==> config.mk <==
export PLATFORM = sky130hd
export DESIGN_NAME = byte_link_arbiter
export DESIGN_NICKNAME = d
export VERILOG_FILES = /design/src/rtl/byte_link_pkg.sv /design/src/rtl/byte_link_fifo.sv /design/src/rtl/byte_link_arbiter.sv
export SDC_FILE = /design/constraint.sdc
export NUM_CORES = 1
export LEC_CHECK = 0
export ABC_CLOCK_PERIOD_IN_PS = 5650
export CAP_MARGIN = 30
export CORE_UTILIZATION = 62
export DETAILED_ROUTE_END_ITERATION = 12
export PLACE_DENSITY = 0.87
export SYNTH_ARGS = -nofsm -noshare
export SYNTH_HDL_FRONTEND = slang
export SYNTH_SLANG_ARGS = --single-unit
==> constraint.sdc <==
create_clock -name clk -period 5.65 [get_ports clk]
set_clock_uncertainty 0.2 [all_clocks]
set_input_delay 1.4125 -clock clk [delete_from_list [all_inputs] [get_ports clk]]
set_output_delay 1.4125 -clock clk [all_outputs]
set_load 0.005 [all_outputs]
==> src/rtl/byte_link_pkg.sv <==
// Shared types for the byte-link arbiter: link word layout and field helpers.
package byte_link_pkg;

    localparam int unsigned BYTE_W = 8;
    localparam int unsigned PRIO_W = 2;
    localparam int unsigned WORD_W = BYTE_W + PRIO_W;

    typedef struct packed {
        logic [PRIO_W-1:0] prio;
        logic [BYTE_W-1:0] data;
    } link_word_t;

    function automatic logic [PRIO_W-1:0] prio_of(input link_word_t w);
        return w.prio;
    endfunction

endpackage

==> src/rtl/byte_link_fifo.sv <==
// Per-source word FIFO; a push into a full FIFO is taken only when a pop frees a slot that cycle.
module byte_link_fifo
    import byte_link_pkg::*;
#(
    parameter int unsigned DEPTH = 4
) (
    input  logic       clk,
    input  logic       reset,
    input  logic       push,
    input  link_word_t din,
    input  logic       pop,
    output link_word_t dout,
    output logic       empty,
    output logic       full
);

    localparam int unsigned AW = (DEPTH > 1) ? $clog2(DEPTH) : 1;

    logic [AW:0] wr_ptr;
    logic [AW:0] rd_ptr;
    link_word_t  mem [DEPTH];
    logic        do_pop;
    logic        do_push;

    // Extra wrap bit distinguishes full from empty when the low bits match.
    assign empty   = (wr_ptr == rd_ptr);
    assign full    = ((wr_ptr ^ rd_ptr) == (AW+1)'(DEPTH));
    assign do_pop  = pop & ~empty;
    assign do_push = push & (~full | do_pop);
    assign dout    = mem[rd_ptr[AW-1:0]];

    always_ff @(posedge clk) begin
        if (reset) begin
            wr_ptr <= '0;
            rd_ptr <= '0;
        end else begin
            if (do_push) wr_ptr <= wr_ptr + (AW+1)'(1);
            if (do_pop)  rd_ptr <= rd_ptr + (AW+1)'(1);
        end
    end

    always_ff @(posedge clk) begin
        if (do_push) mem[wr_ptr[AW-1:0]] <= din;
    end

endmodule

==> src/rtl/byte_link_arbiter.sv <==
// Merges N_SRC buffered byte streams onto one registered valid/ready link:
// highest prio head wins, round-robin among equal prios.
module byte_link_arbiter
    import byte_link_pkg::*;
#(
    parameter  int unsigned N_SRC      = 2,
    parameter  int unsigned FIFO_DEPTH = 4,
    localparam int unsigned SRC_W      = (N_SRC > 1) ? $clog2(N_SRC) : 1
) (
    input  logic                    clk,
    input  logic                    reset,
    input  logic [N_SRC*WORD_W-1:0] in_data,
    input  logic [N_SRC-1:0]        in_req,
    output logic [WORD_W-1:0]       out_data,
    output logic [SRC_W-1:0]        out_src,
    output logic                    out_valid,
    input  logic                    out_ready,
    output logic [N_SRC-1:0]        overflow
);

    link_word_t        head [N_SRC];
    logic [N_SRC-1:0]  empty;
    logic [N_SRC-1:0]  full;
    logic [N_SRC-1:0]  pop;
    logic [SRC_W-1:0]  rr_ptr;
    logic [SRC_W-1:0]  grant;
    logic [SRC_W-1:0]  idx;
    logic [PRIO_W-1:0] best_prio;
    logic              any_ne;
    logic              found;
    logic              load_en;
    logic              load;

    for (genvar i = 0; i < N_SRC; i++) begin : g_fifo
        byte_link_fifo #(
            .DEPTH (FIFO_DEPTH)
        ) u_fifo (
            .clk   (clk),
            .reset (reset),
            .push  (in_req[i]),
            .din   (link_word_t'(in_data[WORD_W*i +: WORD_W])),
            .pop   (pop[i]),
            .dout  (head[i]),
            .empty (empty[i]),
            .full  (full[i])
        );
        assign pop[i] = load & (grant == SRC_W'(i));
    end

    // Grant: find the top head prio, then the first holder of it at or after rr_ptr.
    always_comb begin
        best_prio = '0;
        any_ne    = 1'b0;
        grant     = '0;
        found     = 1'b0;
        idx       = '0;
        for (int i = 0; i < N_SRC; i++) begin
            if (!empty[i]) begin
                any_ne = 1'b1;
                if (prio_of(head[i]) > best_prio) best_prio = prio_of(head[i]);
            end
        end
        for (int unsigned k = 0; k < N_SRC; k++) begin
            idx = SRC_W'((32'(rr_ptr) + k) % N_SRC);
            if (!found && !empty[idx] && (prio_of(head[idx]) == best_prio)) begin
                grant = idx;
                found = 1'b1;
            end
        end
    end

    assign load_en = ~out_valid | out_ready;
    assign load    = load_en & any_ne;

    always_ff @(posedge clk) begin
        if (reset) begin
            out_valid <= 1'b0;
            out_data  <= '0;
            out_src   <= '0;
            rr_ptr    <= '0;
            overflow  <= '0;
        end else begin
            overflow <= overflow | (in_req & full & ~pop);
            if (load_en) begin
                if (any_ne) begin
                    out_data  <= head[grant];
                    out_src   <= grant;
                    out_valid <= 1'b1;
                    rr_ptr    <= (grant == SRC_W'(N_SRC - 1)) ? '0 : grant + SRC_W'(1);
                end else begin
                    out_valid <= 1'b0;
                end
            end
        end
    end

endmodule

# --- Yosys cells after proc, flatten, opt, wreduce, memory -nomap -nowiden ---
# Memories as Yosys holds them, arrays and structs flattened. A register that Yosys moved wholly into a read port is not among the register bits.
# Cells that the tools add are included.
# Widths: inputs -> output; s select.
classes:
  bitwise: 25
  addsub: 6
  eq_ne: 6
  magnitude_cmp: 7
  n_reduce_logical: 7
  n_mux: 32
op_table:
  columns: ["cell", "count"]
  rows:
  - ["$mux 10", 9]
  - ["$mux 2", 8]
  - ["$mux 1", 15]
  - ["$add 3x1->3 const B", 4]
  - ["$and 1x1->1", 7]
  - ["$eq 3x3->1", 2]
  - ["$eq 3x3->1 const B", 2]
  - ["$ge 2x2->1 const B", 3]
  - ["$not 1->1", 6]
  - ["$not 1->2", 3]
  - ["$xor 3x3->3", 2]
  - ["$and 2x2->2", 2]
  - ["$eq 2x2->1", 2]
  - ["$lt 1x2->1 const B", 2]
  - ["$logic_and 1x1->1", 3]
  - ["$logic_not 1->1", 3]
  - ["$or 1x1->1", 3]
  - ["$add 1x1->1 const B", 2]
  - ["$gt 2x1->1 const B", 1]
  - ["$gt 2x2->1", 1]
  - ["$not 2->2", 1]
  - ["$or 2x2->2", 1]
  - ["$reduce_and 2->1", 1]
totals:
  mem_count: 2
  out_inout_bits: 14
  inputBits: 25
  reg_bits: 27
  mem_bits_rw: 80
  wordCells: 94
memory_table:
  columns: ["memory", "words", "word_bits", "read_ports", "rd_ports_with_merged_regs", "write_ports", "line", "text"]
  rows:
  - ["g_fifo[0].u_fifo.mem", 4, 10, 1, 1, 1, "byte_link_fifo.sv:21", "link_word_t mem [DEPTH];"]
  - ["g_fifo[1].u_fifo.mem", 4, 10, 1, 1, 1, "byte_link_fifo.sv:21", null]

# --- Logic depth before layout (Yosys ltp) ---
# Gate-level depths: netlist of the first run.
depth:
  word_depth: 20
  ltp_mapped: 11
  mapped_depth_nobuf: 10

# --- Cells and area by module ---
# Synthesis of the first run repeated with hierarchy kept, for this count alone.
hier_totals:
  hier_cells: 295
  hier_area_um2: 4787.1
by_module_without_submodules:
  columns: ["mod", "area_per_inst_um2", "cells_per_inst", "instances", "seq_area_each_um2"]
  rows:
  - ["byte_link_fifo", 1984.4, 107, 2, 1361.3]
  - ["byte_link_arbiter", 818.3, 81, 1, 300.3]

# --- Worst setup path before layout of the first run ---
# Ideal clock, no wire load.
synth_path:
  path_kind: "register to register"
  startpoint: "reg with a tool-made name"
  endpoint: "mem g_fifo[0].u_fifo.mem[3][0] (netlist bit) (enable)"
  setup_time_ns: 0.377
  t_required_ns: 5.073
  path_stages_with_launch: 11
  path_slack_ns: 2.270
  period_less_slack_ns: 3.380
  arrival_time_ns: 2.803
  path_buffers: 2
  path_cell_list: "dfxtp_1 -> buf_6 -> mux4_2 -> o31a_1 -> ha_1 -> a2bb2oi_1 -> a211o_1 -> o21a_4 -> buf_2 -> o21ai_0 -> nor2b_1"
synth_rtl:
  columns: ["element", "line"]
  rows:
  - ["end: declaration", "byte_link_fifo.sv:21"]

==> results of run 1 <==
-- cell usage in the layout (no fill, tap or decap), types with 2 or more instances in the layout --
cell and count:
a211oi_1 10, a21oi_1 7, a21oi_2 2, a2bb2oi_1 2, and2_1 7, buf_4 3, clkbuf_8 9, clkdlybuf4s50_1 38
clkinv_4 2, dfxtp_1 31, edfxtp_1 80, ha_1 13, inv_1 10, inv_8 2, mux2_2 3, mux2i_1 14
mux4_2 20, nand2_1 9, nand2b_1 8, nand3_1 3, nor2_1 21, nor2b_1 5, nor3_1 3, o21ai_0 8
or3_1 2, or4_1 2, xnor2_1 4, xor2_1 4
-- layout make-up --
cell class,instances,area (um^2)
flip-flops and latches,111,3020
fillers,475,1940
multi-input cells,165,1490
repair buffers,41,403
clock buffers,10,128
well taps,99,124
clock inverters,6,77.6
inverters,10,37.5
-- worst max path at each step --
stage	cells past startpoint	endpoint	start	slack, ns
2_1_floorplan	10	g_fifo[0].u_fifo.mem[3][0]	register	2.27
5_1_grt	9	g_fifo[0].u_fifo.mem[3][8]	register	1.24
3_5_place_dp	8	g_fifo[0].u_fifo.mem[3][5]	register	1.55
6_report	9	g_fifo[0].u_fifo.mem[3][4]	register	1.52
4_1_cts	8	g_fifo[0].u_fifo.mem[3][8]	register	1.48
3_3_place_gp	8	g_fifo[0].u_fifo.mem[3][2]	register	1.76
-- metal layers --
metal  vias up  track usage [%]  share of wire, %
li1       1219                -                 -
met1      1280             33.2                43
met2        89             37.7                49
met3        17             3.08               4.9
met4         0             13.0               2.6
met5         -                0                 0
-- flip-flops by register name, indices dropped and copies added, names as in the netlist, named ones only --
signal,count
g_fifo.u_fifo.mem,80
g_fifo.u_fifo.rd_ptr,6
overflow,2
g_fifo.u_fifo.wr_ptr,6
out_data,10
out_src,1
out_valid,1
rr_ptr,1
-- critical path, stage by stage (launching register included) --
cell	delay (ns)
dfxtp_1	0.77
mux4_2	0.64
inv_1	0.15
ha_1	0.19
nor2_1	0.06
a2bb2oi_1	0.14
a211o_1	0.31
o21a_4	0.32
o21ai_0	0.20
nor2b_1	0.76
-- cell families after synthesis --
group | synth area share, %
adder cells (fa/ha/maj) | 3.53
XOR/XNOR | 1.52
AO/OA/AOI/OAI | 6.37
buffers and inverters | 2.33
flip-flops | 65.5
multiplexers | 13.5
AND/OR/NAND/NOR | 7.19
-- power groups by stage --
stage	Combinational (mW)	Clock, mW	Sequential (mW)
floorplan	0.531	0	1.04
global placement	0.672	0	1.08
detailed placement	0.700	0	1.09
CTS	0.712	0.489	1.07
global route	0.780	0.519	1.09
finish	0.718	0.481	1.07
==> flow_metrics.py, run 1 <==
metrics = {
    "timing": {
        "period_needed_ns": 4.13,
        "rsz0062_at_grt": "false",
        "relSlewSlack_pct": 38.1,
        "setup_viol": 0,
        "worst_pin_slew_ns": 0.927,
        "setup_tns_ns": 0,
        "setup_slack_ns": 1.52,
        "fin_hold_ws_ns": 0.260,
        "maxSlewViolCount": 0,
        "finalCritPeriodShare_pct": 73.0,
        "max_freq_mhz": 242,
        "finalHoldViolations": 0,
    },
    "power_and_ir_drop": {
        "p_leak_nw": 1.78,
        "power_frac_seq_pct": 47.1,
        "power_frac_comb_pct": 31.7,
        "switchingPower_mw": 0.735,
        "powerDensity_nw_per_um2": 430,
        "p_sw_share_pct": 32.4,
        "peakVddDrop_v": 0.000264,
        "p_clk_share_pct": 21.2,
        "intPower_mw": 1.53,
        "p_total_mw": 2.27,
    },
    "drt": {
        "drt-total-wl_um": 8260,
        "post_drt_wl_per_cell_um": 18.7,
        "via_count": 2605,
        "via_per_inst": 5.89,
        "drc": 0,
        "drtIter0Drc": 158,
        "ant_nets": 0,
        "drt_pass1_iterations": 5,
    },
    "global_route": {
        "antenna_found_initial": 0,
        "grt_pass1_wl_um": 13300,
        "grt_max_degree": 27,
        "gr-total-overflow": 0,
        "grt_pass1_vias": 2608,
        "grtUsageTotal_pct": 24.0,
    },
    "yosys": {
        "synthArstFlopShare_pct": 0,
        "synth_commonest_cells": "80 x edfxtp_1, 31 x dfxtp_1, 21 x nor2_1",
        "yosysSeqAreaShare_pct": 65.5,
        "synth-edff-count": 80,
        "yosysMostFrequentCell": "edfxtp_1",
        "postSynthAreaPerCell_um2": 15.5,
        "synth_area_leader_cell": "edfxtp_1",
        "synth_seq_cells": 111,
        "synth_flop_cell": "edfxtp_1",
        "syn-num-nets": 336,
        "ys_warn_count": 0,
        "netlist_area_um2": 4610,
        "synth_top_cell_area_share_pct": 52.1,
        "syn_inst": 298,
        "synth.distinct_cells": 45,
        "ys_top_cells_by_area": "edfxtp_1 52%, dfxtp_1 13%, mux4_2 9.8%",
    },
    "floorplan": {
        "start_util_pct": 63.9,
        "rows": 31,
        "die_y_um": 88.3,
        "die_w_um": 88.3,
        "design.die.area_um2": 7790,
        "core_area_um2": 7210,
        "io_pins": 39,
    },
    "setup_path": {
        "r2r_slack_ns": 1.52,
        "cp_max_fo": 22,
        "required_ns": 5.45,
        "crit_arrival_ns": 3.92,
        "end_kind": "register",
        "rr_worst_depth": 9,
        "worstSetupPathType": "reg2reg",
        "reg2reg_to": "g_fifo[0].u_fifo.mem[3][4]",
        "startpoint_type": "register",
    },
    "cts": {
        "clock-sinks": 111,
        "h-tree-depth": 3,
        "cts_repair_resize_count": 0,
        "cts_root_buf": "clkbuf_8",
        "post_cts_buffers": 0,
        "numCtsBuffers": 9,
        "clk_pin_slew_ns": 0.10,
        "insertion_delay_ns": 0.37,
        "tritoncts": "done",
        "hold_buffers": 0,
        "cts_max_path_buffers": 2,
    },
    "placed_design": {
        "post-place-cells": 426,
        "pre_cts_ws_ns": 1.55,
        "port_buffers": 38,
        "place_congestion": 0.820,
        "placed_area_um2": 5070,
        "dp_hpwl_um": 5690,
    },
    "finish": {
        "final_util_pct": 73.2,
        "nNetsFinal": 376,
        "antenna_cells": 0,
        "area_growth_pct": 14.4,
        "fin_cells": 442,
        "drive_above_1_share_pct": 13.4,
        "finish.instance_area_um2": 5280,
    },
    "hold_path": {
        "hp-start": "overflow[0]",
        "hp-class": "reg2reg",
        "min_to": "overflow[0]",
        "hold_depth": 2,
    },
    "run": {
        "drv_cap": 0,
    },
    "run_status": {
        "status": "complete, no violations",
    },
}
Note: power is estimated with default switching activity, not from simulation.
==> inputs of run 2 (changes only) <==
--- a/config.mk
+++ b/config.mk
@@ -5,11 +5,11 @@
 export SDC_FILE = /design/constraint.sdc
 export NUM_CORES = 1
 export LEC_CHECK = 0
-export ABC_CLOCK_PERIOD_IN_PS = 5650
+export ABC_CLOCK_PERIOD_IN_PS = 3700
 export CAP_MARGIN = 30
-export CORE_UTILIZATION = 62
+export CORE_UTILIZATION = 52
 export DETAILED_ROUTE_END_ITERATION = 12
-export PLACE_DENSITY = 0.87
+export PLACE_DENSITY = 0.78
 export SYNTH_ARGS = -nofsm -noshare
 export SYNTH_HDL_FRONTEND = slang
 export SYNTH_SLANG_ARGS = --single-unit
==> constraint.sdc (replaced) <==
create_clock -name clk -period 3.7 [get_ports clk]
set_clock_uncertainty 0.2 [all_clocks]
set_input_delay 0.925 -clock clk [delete_from_list [all_inputs] [get_ports clk]]
set_output_delay 0.925 -clock clk [all_outputs]
set_load 0.005 [all_outputs]
==> run 2 against run 1 <==
Sequential share of layout area shrank 0.71 points. Clock power grew 53%. Critical endpoint is now g_fifo[0].u_fifo.mem[2][8]. Design area grew 1.3%. Combinational power grew 60%. Critical path type unchanged. Largest cell class unchanged.
==> flow_metrics.py, run 2 (same netlist as run 1, synthesis figures left out) <==
metrics = {
    "finish": {
        "multiInputGateArea_um2": 1490,
        "seq_area_um2": 3020,
        "largest_reg_flops": 80,
        "final_util_pct": 63.8,
        "area_growth_pct": 15.9,
        "nNetsFinal": 384,
        "drive_above_1_share_pct": 15.7,
        "antenna_cells": 0,
        "finish.instance_area_um2": 5350,
        "layout_commonest_cell": "edfxtp_1",
        "fillerInstances": 635,
        "final_cell_mix": "80 x edfxtp_1, 38 x clkdlybuf4s50_1, 31 x dfxtp_1",
    },
    "placed_design": {
        "placed_area_um2": 5140,
        "port_buffers": 38,
        "dp_hpwl_um": 5730,
        "place_congestion": 0.821,
    },
    "setup_path": {
        "end_kind": "register",
        "crit_arrival_ns": 3.22,
        "cp_max_fo": 13,
        "worstSetupPathType": "reg2reg",
        "critPathMaxStageDelay_ns": 0.52,
        "crit_slowest_cell": "and2_1",
        "cp_top_family": "simple AND/OR/NAND/NOR gates",
        "required_ns": 3.51,
        "cp_cell_sequence": "xor2_1 -> or3_1 -> nand2_1 -> ha_1 -> inv_1 -> a2bb2oi_1 -> a211o_1 -> o21a_4 -> a21oi_2 -> and2_1",
        "path_buf_inv": 1,
        "startpoint_type": "register",
    },
    "drt": {
        "via_count": 2541,
        "drtIter0Drc": 95,
        "drt-total-wl_um": 8120,
        "drc": 0,
        "drt_pass1_iterations": 4,
        "post_drt_wl_per_cell_um": 17.8,
        "ant_nets": 0,
        "via_per_inst": 5.57,
    },
    "timing": {
        "fin_hold_ws_ns": 0.262,
        "finalHoldViolations": 0,
        "setup_viol": 0,
        "rsz0062_at_grt": "false",
        "max_freq_mhz": 294,
        "relSlewSlack_pct": 57.0,
        "period_needed_ns": 3.40,
        "setup_tns_ns": 0,
        "worst_pin_slew_ns": 0.640,
        "finalCritPeriodShare_pct": 92.0,
        "maxSlewViolCount": 0,
    },
    "global_route": {
        "grtUsageTotal_pct": 19.6,
        "antenna_found_initial": 0,
        "grt_pass1_vias": 2501,
        "grt_pass1_wl_um": 12800,
        "gr-total-overflow": 0,
        "grt_max_degree": 26,
    },
    "floorplan": {
        "die_y_um": 96.2,
        "start_util_pct": 55.0,
        "die_w_um": 96.2,
        "rows": 33,
        "io_pins": 39,
        "core_area_um2": 8380,
        "design.die.area_um2": 9250,
    },
    "cts": {
        "cts_repair_resize_count": 0,
        "cts_root_buf": "clkbuf_8",
        "cts_max_path_buffers": 2,
        "clock-sinks": 111,
        "numCtsBuffers": 9,
        "insertion_delay_ns": 0.37,
        "hold_buffers": 0,
        "tritoncts": "done",
        "clk_pin_slew_ns": 0.11,
        "post_cts_buffers": 0,
        "h-tree-depth": 3,
    },
    "power_and_ir_drop": {
        "peakVddDrop_v": 0.000362,
        "powerDensity_nw_per_um2": 650,
        "p_leak_nw": 1.82,
        "p_total_mw": 3.47,
    },
    "run_status": {
        "status": "complete, no violations",
    },
    "run": {
        "drv_cap": 0,
    },
    "hold_path": {
        "hp-class": "reg2reg",
    },
}
-- run 2: final cells by class --
| type | instances | area share [%] |
|---|---|---|
| flip-flops and latches | 111 | 56.6 |
| multi-input cells | 165 | 27.8 |
| repair buffers | 49 | 8.66 |
| well taps | 105 | 2.46 |
| clock buffers | 9 | 2.32 |
| clock inverters | 7 | 1.50 |
| inverters | 10 | 0.702 |
-- run 2: per-stage QoR --
stage / worst slack, ns / cells
finish: 0.295 / 456
global route: 0.0163 / 456
global placement: 0.365 / 440
floorplan: 0.320 / 298
CTS: 0.282 / 456
detailed placement: 0.300 / 440
-- run 2: worst paths after layout --
kind / slack (ns) / cells past startpoint / startpoint / to
worst max-delay path: 0.30 / 10 / g_fifo[0].u_fifo.wr_ptr[1] / g_fifo[0].u_fifo.mem[2][8]
worst min-delay path: 0.26 / 2 / overflow[0] / overflow[0]
worst max register to register: 0.30 / 10 / g_fifo[0].u_fifo.wr_ptr[1] / g_fifo[0].u_fifo.mem[2][8]
worst min register to register: 0.26 / 2 / overflow[0] / overflow[0]
-- run 2: report_power, final --
| part | switching, mW | leakage (nW) | internal, mW |
|---|---|---|---|
| Clock | 0.413 | 0.102 | 0.321 |
| Combinational | 0.609 | 0.730 | 0.543 |
| Sequential | 0.0895 | 0.990 | 1.50 |
| Total | 1.11 | 1.82 | 2.36 |
-- run 2: routing by layer --
metal | vias to the layer above | track usage (%) | part of all wire [%] | wire length [um]
met1 | 1238 | 26.8 | 46 | 3770
met5 | - | 0 | 0 | 0
met2 | 58 | 31.3 | 48 | 3910
li1 | 1236 | - | - | -
met4 | 0 | 6.72 | 1.2 | 100
met3 | 9 | 4.27 | 4.2 | 341
-- run 2: worst register-to-register path, delay by kind of cell (launching register included) --
family / cells / cell delay [ns]
compound gates: 4 / 0.91
flops: 1 / 0.38
simple gates: 3 / 1.06
buf+inv: 1 / 0.06
xor+xnor: 1 / 0.21
fa+ha+maj: 1 / 0.24
==> variant 1 (config.mk and constraints of run 1) <==
Reset style: asynchronous (`reset`), changed in 2 clocked blocks.
--- a/src/rtl/byte_link_fifo.sv
+++ b/src/rtl/byte_link_fifo.sv
@@ -31,3 +31,3 @@
 
-    always_ff @(posedge clk) begin
+    always_ff @(posedge clk or posedge reset) begin
         if (reset) begin
--- a/src/rtl/byte_link_arbiter.sv
+++ b/src/rtl/byte_link_arbiter.sv
@@ -74,3 +74,3 @@
 
-    always_ff @(posedge clk) begin
+    always_ff @(posedge clk or posedge reset) begin
         if (reset) begin
Check against the original RTL: differs if reset is asserted again (counterexample within 4 cycles, from zero or initial values and one cycle with reset high); with reset held inactive, the same outputs for 4 cycles.
==> variant 1 against run 1 <==
  * Final cell count decreased by 10%
  * Synthesized area decreased by 3.6%
  * Final area decreased by 2.8%
  * Worst setup slack got worse by 42 ps
  * First-iteration DRC count increased by 37%
  * Power increased by 28%
  * Wire length decreased by 13%
  * Clock power decreased by 9.8%
  * Sequential cell count decreased by 4
  * Highest routed layer unchanged
==> variant 1: results (changes against run 1) <==
Outcome: finished, final reports clean (unchanged)
Share of cells above drive strength 1: 16.7% (was 13.4%)
Num CTS Buffers: 9 (unchanged)
Clock tree buffer depth: 2 (unchanged)
H-tree depth: 3 (unchanged)
Wire per inst: 18.1 um (was 18.7 um)
Fillers: 442 (was 475)
Top area cells in the synthesized netlist: edfxtp_1 54%, dfrtp_1 15%, mux4_2 10% (was edfxtp_1 52%, dfxtp_1 13%, mux4_2 9.8%)
Compound-gate portion of the synthesized area: 3.49% (was 6.37%)
Ant diodes: 0 (unchanged)
Post-CTS sizing: 0 (unchanged)
Adder-Cell Fraction of Synth Area: 3.66% (was 3.53%)
First-pass GRT wire length: 11.4 mm (was 13.3 mm)
DR iter-0 viols: 216 (was 158)
Crit-path max FO: 13 (was 22)
Largest net degree at the start of global routing: 24 (was 27)
Post-CTS Setup Inserts: 0 (unchanged)
Vias after detailed routing: 2,238 (was 2,605)
IO Port Bufs: 38 (unchanged)
Ys flop type: edfxtp_1 (unchanged)
DP Wirelength: 5.00 mm (was 5.69 mm)
Global placer's final weighted congestion: 0.865 (was 0.820)
VDD IR max: 0.260 mV (was 0.264 mV)
Leak Pwr: 1.84 nW (was 1.78 nW)
Sequential-to-total area share from yosys stat: 69.2% (was 65.5%)
Top cells by count, synth: 80 x edfxtp_1, 27 x dfrtp_1, 20 x mux4_2 (was 80 x edfxtp_1, 31 x dfxtp_1, 21 x nor2_1)
Worst Path Arrival: 3970 ps (was 3920 ps)
Synth async-reset ratio: 25.2% (was 0%)
Net count after synthesis: 288 (was 336)
Library cells used by synthesis: 40 (was 45)
Final Net Count: 333 (was 376)
DR pass1 iterations: 4 (was 5)
Worst-path clk slew: 110 ps
Clock Latency Late Sink: 360 ps
Synth Area in XOR/XNOR: 3.32% (was 1.52%)
Syn. warnings: 0 (unchanged)
Post-synthesis mux area share: 13.6% (was 13.5%)
Slew @ Worst Pin: 782 ps (was 927 ps)
Tot GR Track Use: 21.4% (was 24.0%)
Vias in the first global route: 2,281 (was 2,608)
[variant 1: cell count changes after synthesis, moves of 3 or more]
cell	run 1	this run
dfxtp_1	31	0
mux2i_1	14	10
a211oi_1	10	0
xor2_1	4	8
nor2b_1	5	1
nand2_1	9	6
dfrtp_1	0	27
nor2_1	21	17
o21ai_0	8	0
xnor2_1	4	7
clkbuf_1	7	2
nand2b_1	8	4
[variant 1: kinds of logic after synthesis]
family                     Yosys count
DFF                                107
muxes                               34
and+or+nand+nor                     43
AOI/OAI and AO/OA                   22
buffers and inverters               15
xor gates and xnor gates            16
adders and majority gates           13
[variant 1: area by class of cell]
class,instances,area [um2],share of cell area (%)
clock buffers,9,124,2.41
clock inverters,7,60.1,1.17
inverters,9,33.8,0.659
multi-input cells,128,1300,25.3
flip-flops and latches,107,3080,60.0
well taps,96,120,2.34
repair buffers,40,415,8.10
[variant 1: metal layers]
metal  share of wire (%)  global-route usage [%]
met5                   0                       0
met1                  45                    28.7
met3                 2.7                    4.76
met4                 1.6                    7.12
met2                  51                    35.1
[variant 1: power breakdown]
part           switching (mW)  internal [mW]
combinational           0.595          0.596
clock                   0.267          0.167
sequential              0.180           1.09
total                    1.04           1.85
[variant 1: path summary, 6_finish.rpt]
| path | end | start | slack (ps) | cells after the start |
|---|---|---|---|---|
| max | g_fifo[0].u_fifo.mem[0][0]$_DFFE_PP_ | g_fifo[0].u_fifo.rd_ptr[0]$_DFFE_PP0P_ | 1480 | 11 |
| min | overflow[1]$_DFF_PP0_ | overflow[1]$_DFF_PP0_ | 270 | 1 |
| max reg2reg | g_fifo[0].u_fifo.mem[0][0]$_DFFE_PP_ | g_fifo[0].u_fifo.rd_ptr[0]$_DFFE_PP0P_ | 1480 | 11 |
| min reg2reg | overflow[1]$_DFF_PP0_ | overflow[1]$_DFF_PP0_ | 270 | 1 |
| max in group asynchronous | out_data[0]$_DFFE_PP0P_ | reset | 3760 | 3 |
| min in group asynchronous | g_fifo[1].u_fifo.wr_ptr[1]$_DFFE_PP0P_ | reset | 1070 | 2 |
[variant 1: worst max-delay path: stages (launching register included)]
cell	delay, ps
dfrtp_1	840
mux4_2	640
inv_1	120
nor2_1	50
ha_1	280
inv_1	40
o22ai_1	190
o21ai_1	110
a32oi_2	400
o21ai_2	160
a21boi_2	280
and2_1	490
[variant 1: stage by stage]
stage	cells	hold slack, ps	setup WS, ps	power [mW]	cell area, um2
global placement	379	241	1590	2.43	4920
detailed placement	380	251	1460	2.49	4950
CTS	396	274	1430	2.92	5130
floorplan	250	251	2360	2.14	4450
global route	396	278	1250	3.07	5130
finish	396	270	1480	2.90	5130
==> variant 2 (settings of run 1) <==
Made on the original files. `PRIO_W`: 2 -> 3.
--- a/src/rtl/byte_link_pkg.sv
+++ b/src/rtl/byte_link_pkg.sv
@@ -4,3 +4,3 @@
     localparam int unsigned BYTE_W = 8;
-    localparam int unsigned PRIO_W = 2;
+    localparam int unsigned PRIO_W = 3;
     localparam int unsigned WORD_W = BYTE_W + PRIO_W;
Interface: changed (resized in_data and out_data); port bits go from 39 to 42. No check against the original RTL was run, so the function may have changed too.
==> variant 2 against run 1 <==
  * Final cell count up 21%
  * Final area up 22%
  * Power up 42%
  * Die area up 16%
  * Via count up 32%
  * First-iteration DRC count up 140%
  * Wire length up 39%
  * Sequential cell count up 9
  * Combinational power up 48%
  * Count of clock-buffer cells in the layout up 7
  * Synthesized area up 16%
  * Worst setup slack worse by 1100 ps
  * Critical path type unchanged
  * Critical endpoint is now g_fifo[0].u_fifo.mem[2][5]$_DFFE_PP_
  * Largest cell class unchanged
==> variant 2: results (changes against run 1) <==
Dpl cells: 502 (was 426)
Non-filler cells in the finished layout: 534 (was 442)
P&R area growth vs syn: 19.8% (was 14.4%)
P_int: 2.10 mW (was 1.53 mW)
VDD IR max: 0.305 mV (was 0.264 mV)
Critical path endpoint: g_fifo[0].u_fifo.mem[2][5]$_DFFE_PP_ (was g_fifo[0].u_fifo.mem[3][4]$_DFFE_PP_)
H-tree depth: 4 (was 3)
Plain + repair buffers: 47 (was 41)
Sequential-to-total area share from yosys stat: 61.3% (was 65.5%)
M2 GR Usage: 45.3% (was 37.7%)
Top delay family on crit path: simple AND/OR/NAND/NOR gates (was compound AO/OA/AOI/OAI gates)
Number of synthesized flops with an enable pin: 88 (was 80)
Vias in the first global route: 3,319 (was 2,608)
IO Port Bufs: 41 (was 38)
Inverters: 12 (was 10)
Leak Pwr: 2.27 nW (was 1.78 nW)
Final Net Count: 456 (was 376)
Met1 usage: 37.4% (was 33.2%)
Fraction of area in multi-input gates: 30.2% (was 28.2%)
Global placer's final weighted congestion: 0.910 (was 0.820)
Worst hold start: overflow[1]$_SDFF_PP0_ (was overflow[0]$_SDFF_PP0_)
Synthesized area per cell: 14.5 um2 (was 15.5 um2)
Layout clock area frac: 8.68% (was 3.89%)
Met1 WL: 4.94 mm (was 3.58 mm)
Library cells used by synthesis: 58 (was 45)
Fillers: 453 (was 475)
#MultiIn Comb: 218 (was 165)
Slew @ Worst Pin: 605 ps (was 927 ps)
Max reg flops: 88 (was 80)
Placement Cell Area: 0.00586 mm2 (was 0.00507 mm2)
Worst-path clk slew: 60 ps (was 100 ps)
Hold Path Sink: overflow[1]$_SDFF_PP0_ (was overflow[0]$_SDFF_PP0_)
Tot GR Track Use: 28.4% (was 24.0%)
Reg-to-reg slack, setup: 470 ps (was 1520 ps)
Final hold slack: 286 ps (was 260 ps)
Clock Latency Late Sink: 520 ps (was 370 ps)
Wire per inst: 21.5 um (was 18.7 um)
Top cells by count, synth: 88 x edfxtp_1, 32 x dfxtp_1, 30 x nor2_1 (was 80 x edfxtp_1, 31 x dfxtp_1, 21 x nor2_1)
Net count after synthesis: 409 (was 336)
Worst R2R Path Depth: 10 (was 9)
Core region area: 0.00830 mm2 (was 0.00721 mm2)
DP Wirelength: 7.33 mm (was 5.69 mm)
Top area cells in the synthesized netlist: edfxtp_1 49%, dfxtp_1 12%, mux4_2 5.0% (was edfxtp_1 52%, dfxtp_1 13%, mux4_2 9.8%)
Outcome: finished, final reports clean (unchanged)
DR iter-0 viols: 386 (was 158)
Share of cells above drive strength 1: 14.7% (was 13.4%)
Tmin final: 5180 ps (was 4130 ps)
variant 2: cell types whose count changed after synthesis, moves of 9 or more:
cell	run 1	this run
mux4_1	0	10
o21bai_1	0	11
nor4_1	1	12
mux2i_1	14	4
nor2_1	21	30
variant 2: power groups by stage:
stage | Clock, mW | Sequential, mW | Combinational [mW]
finish | 1.01 | 1.15 | 1.06
global route | 1.06 | 1.16 | 1.13
CTS | 1.02 | 1.15 | 1.04
detailed placement | 0 | 1.16 | 1.01
global placement | 0 | 1.16 | 0.980
floorplan | 0 | 1.12 | 0.734
variant 2: cell families (layout without fill, tap and decap cells):
group | count (synthesis) | count (layout) | synth area share [%]
compound gates | 64 | 64 | 9.34
xor+xnor | 11 | 11 | 1.80
fa+ha+maj | 13 | 13 | 3.04
buf+inv | 31 | 91 | 2.64
flops | 120 | 120 | 61.3
mux | 32 | 32 | 12.0
simple gates | 98 | 98 | 9.86
variant 2: tightest hold or removal path, stage by stage (launching register included):
cell     delay (ps)
dfxtp_1         330
a41oi_1          40
nor2_1           80
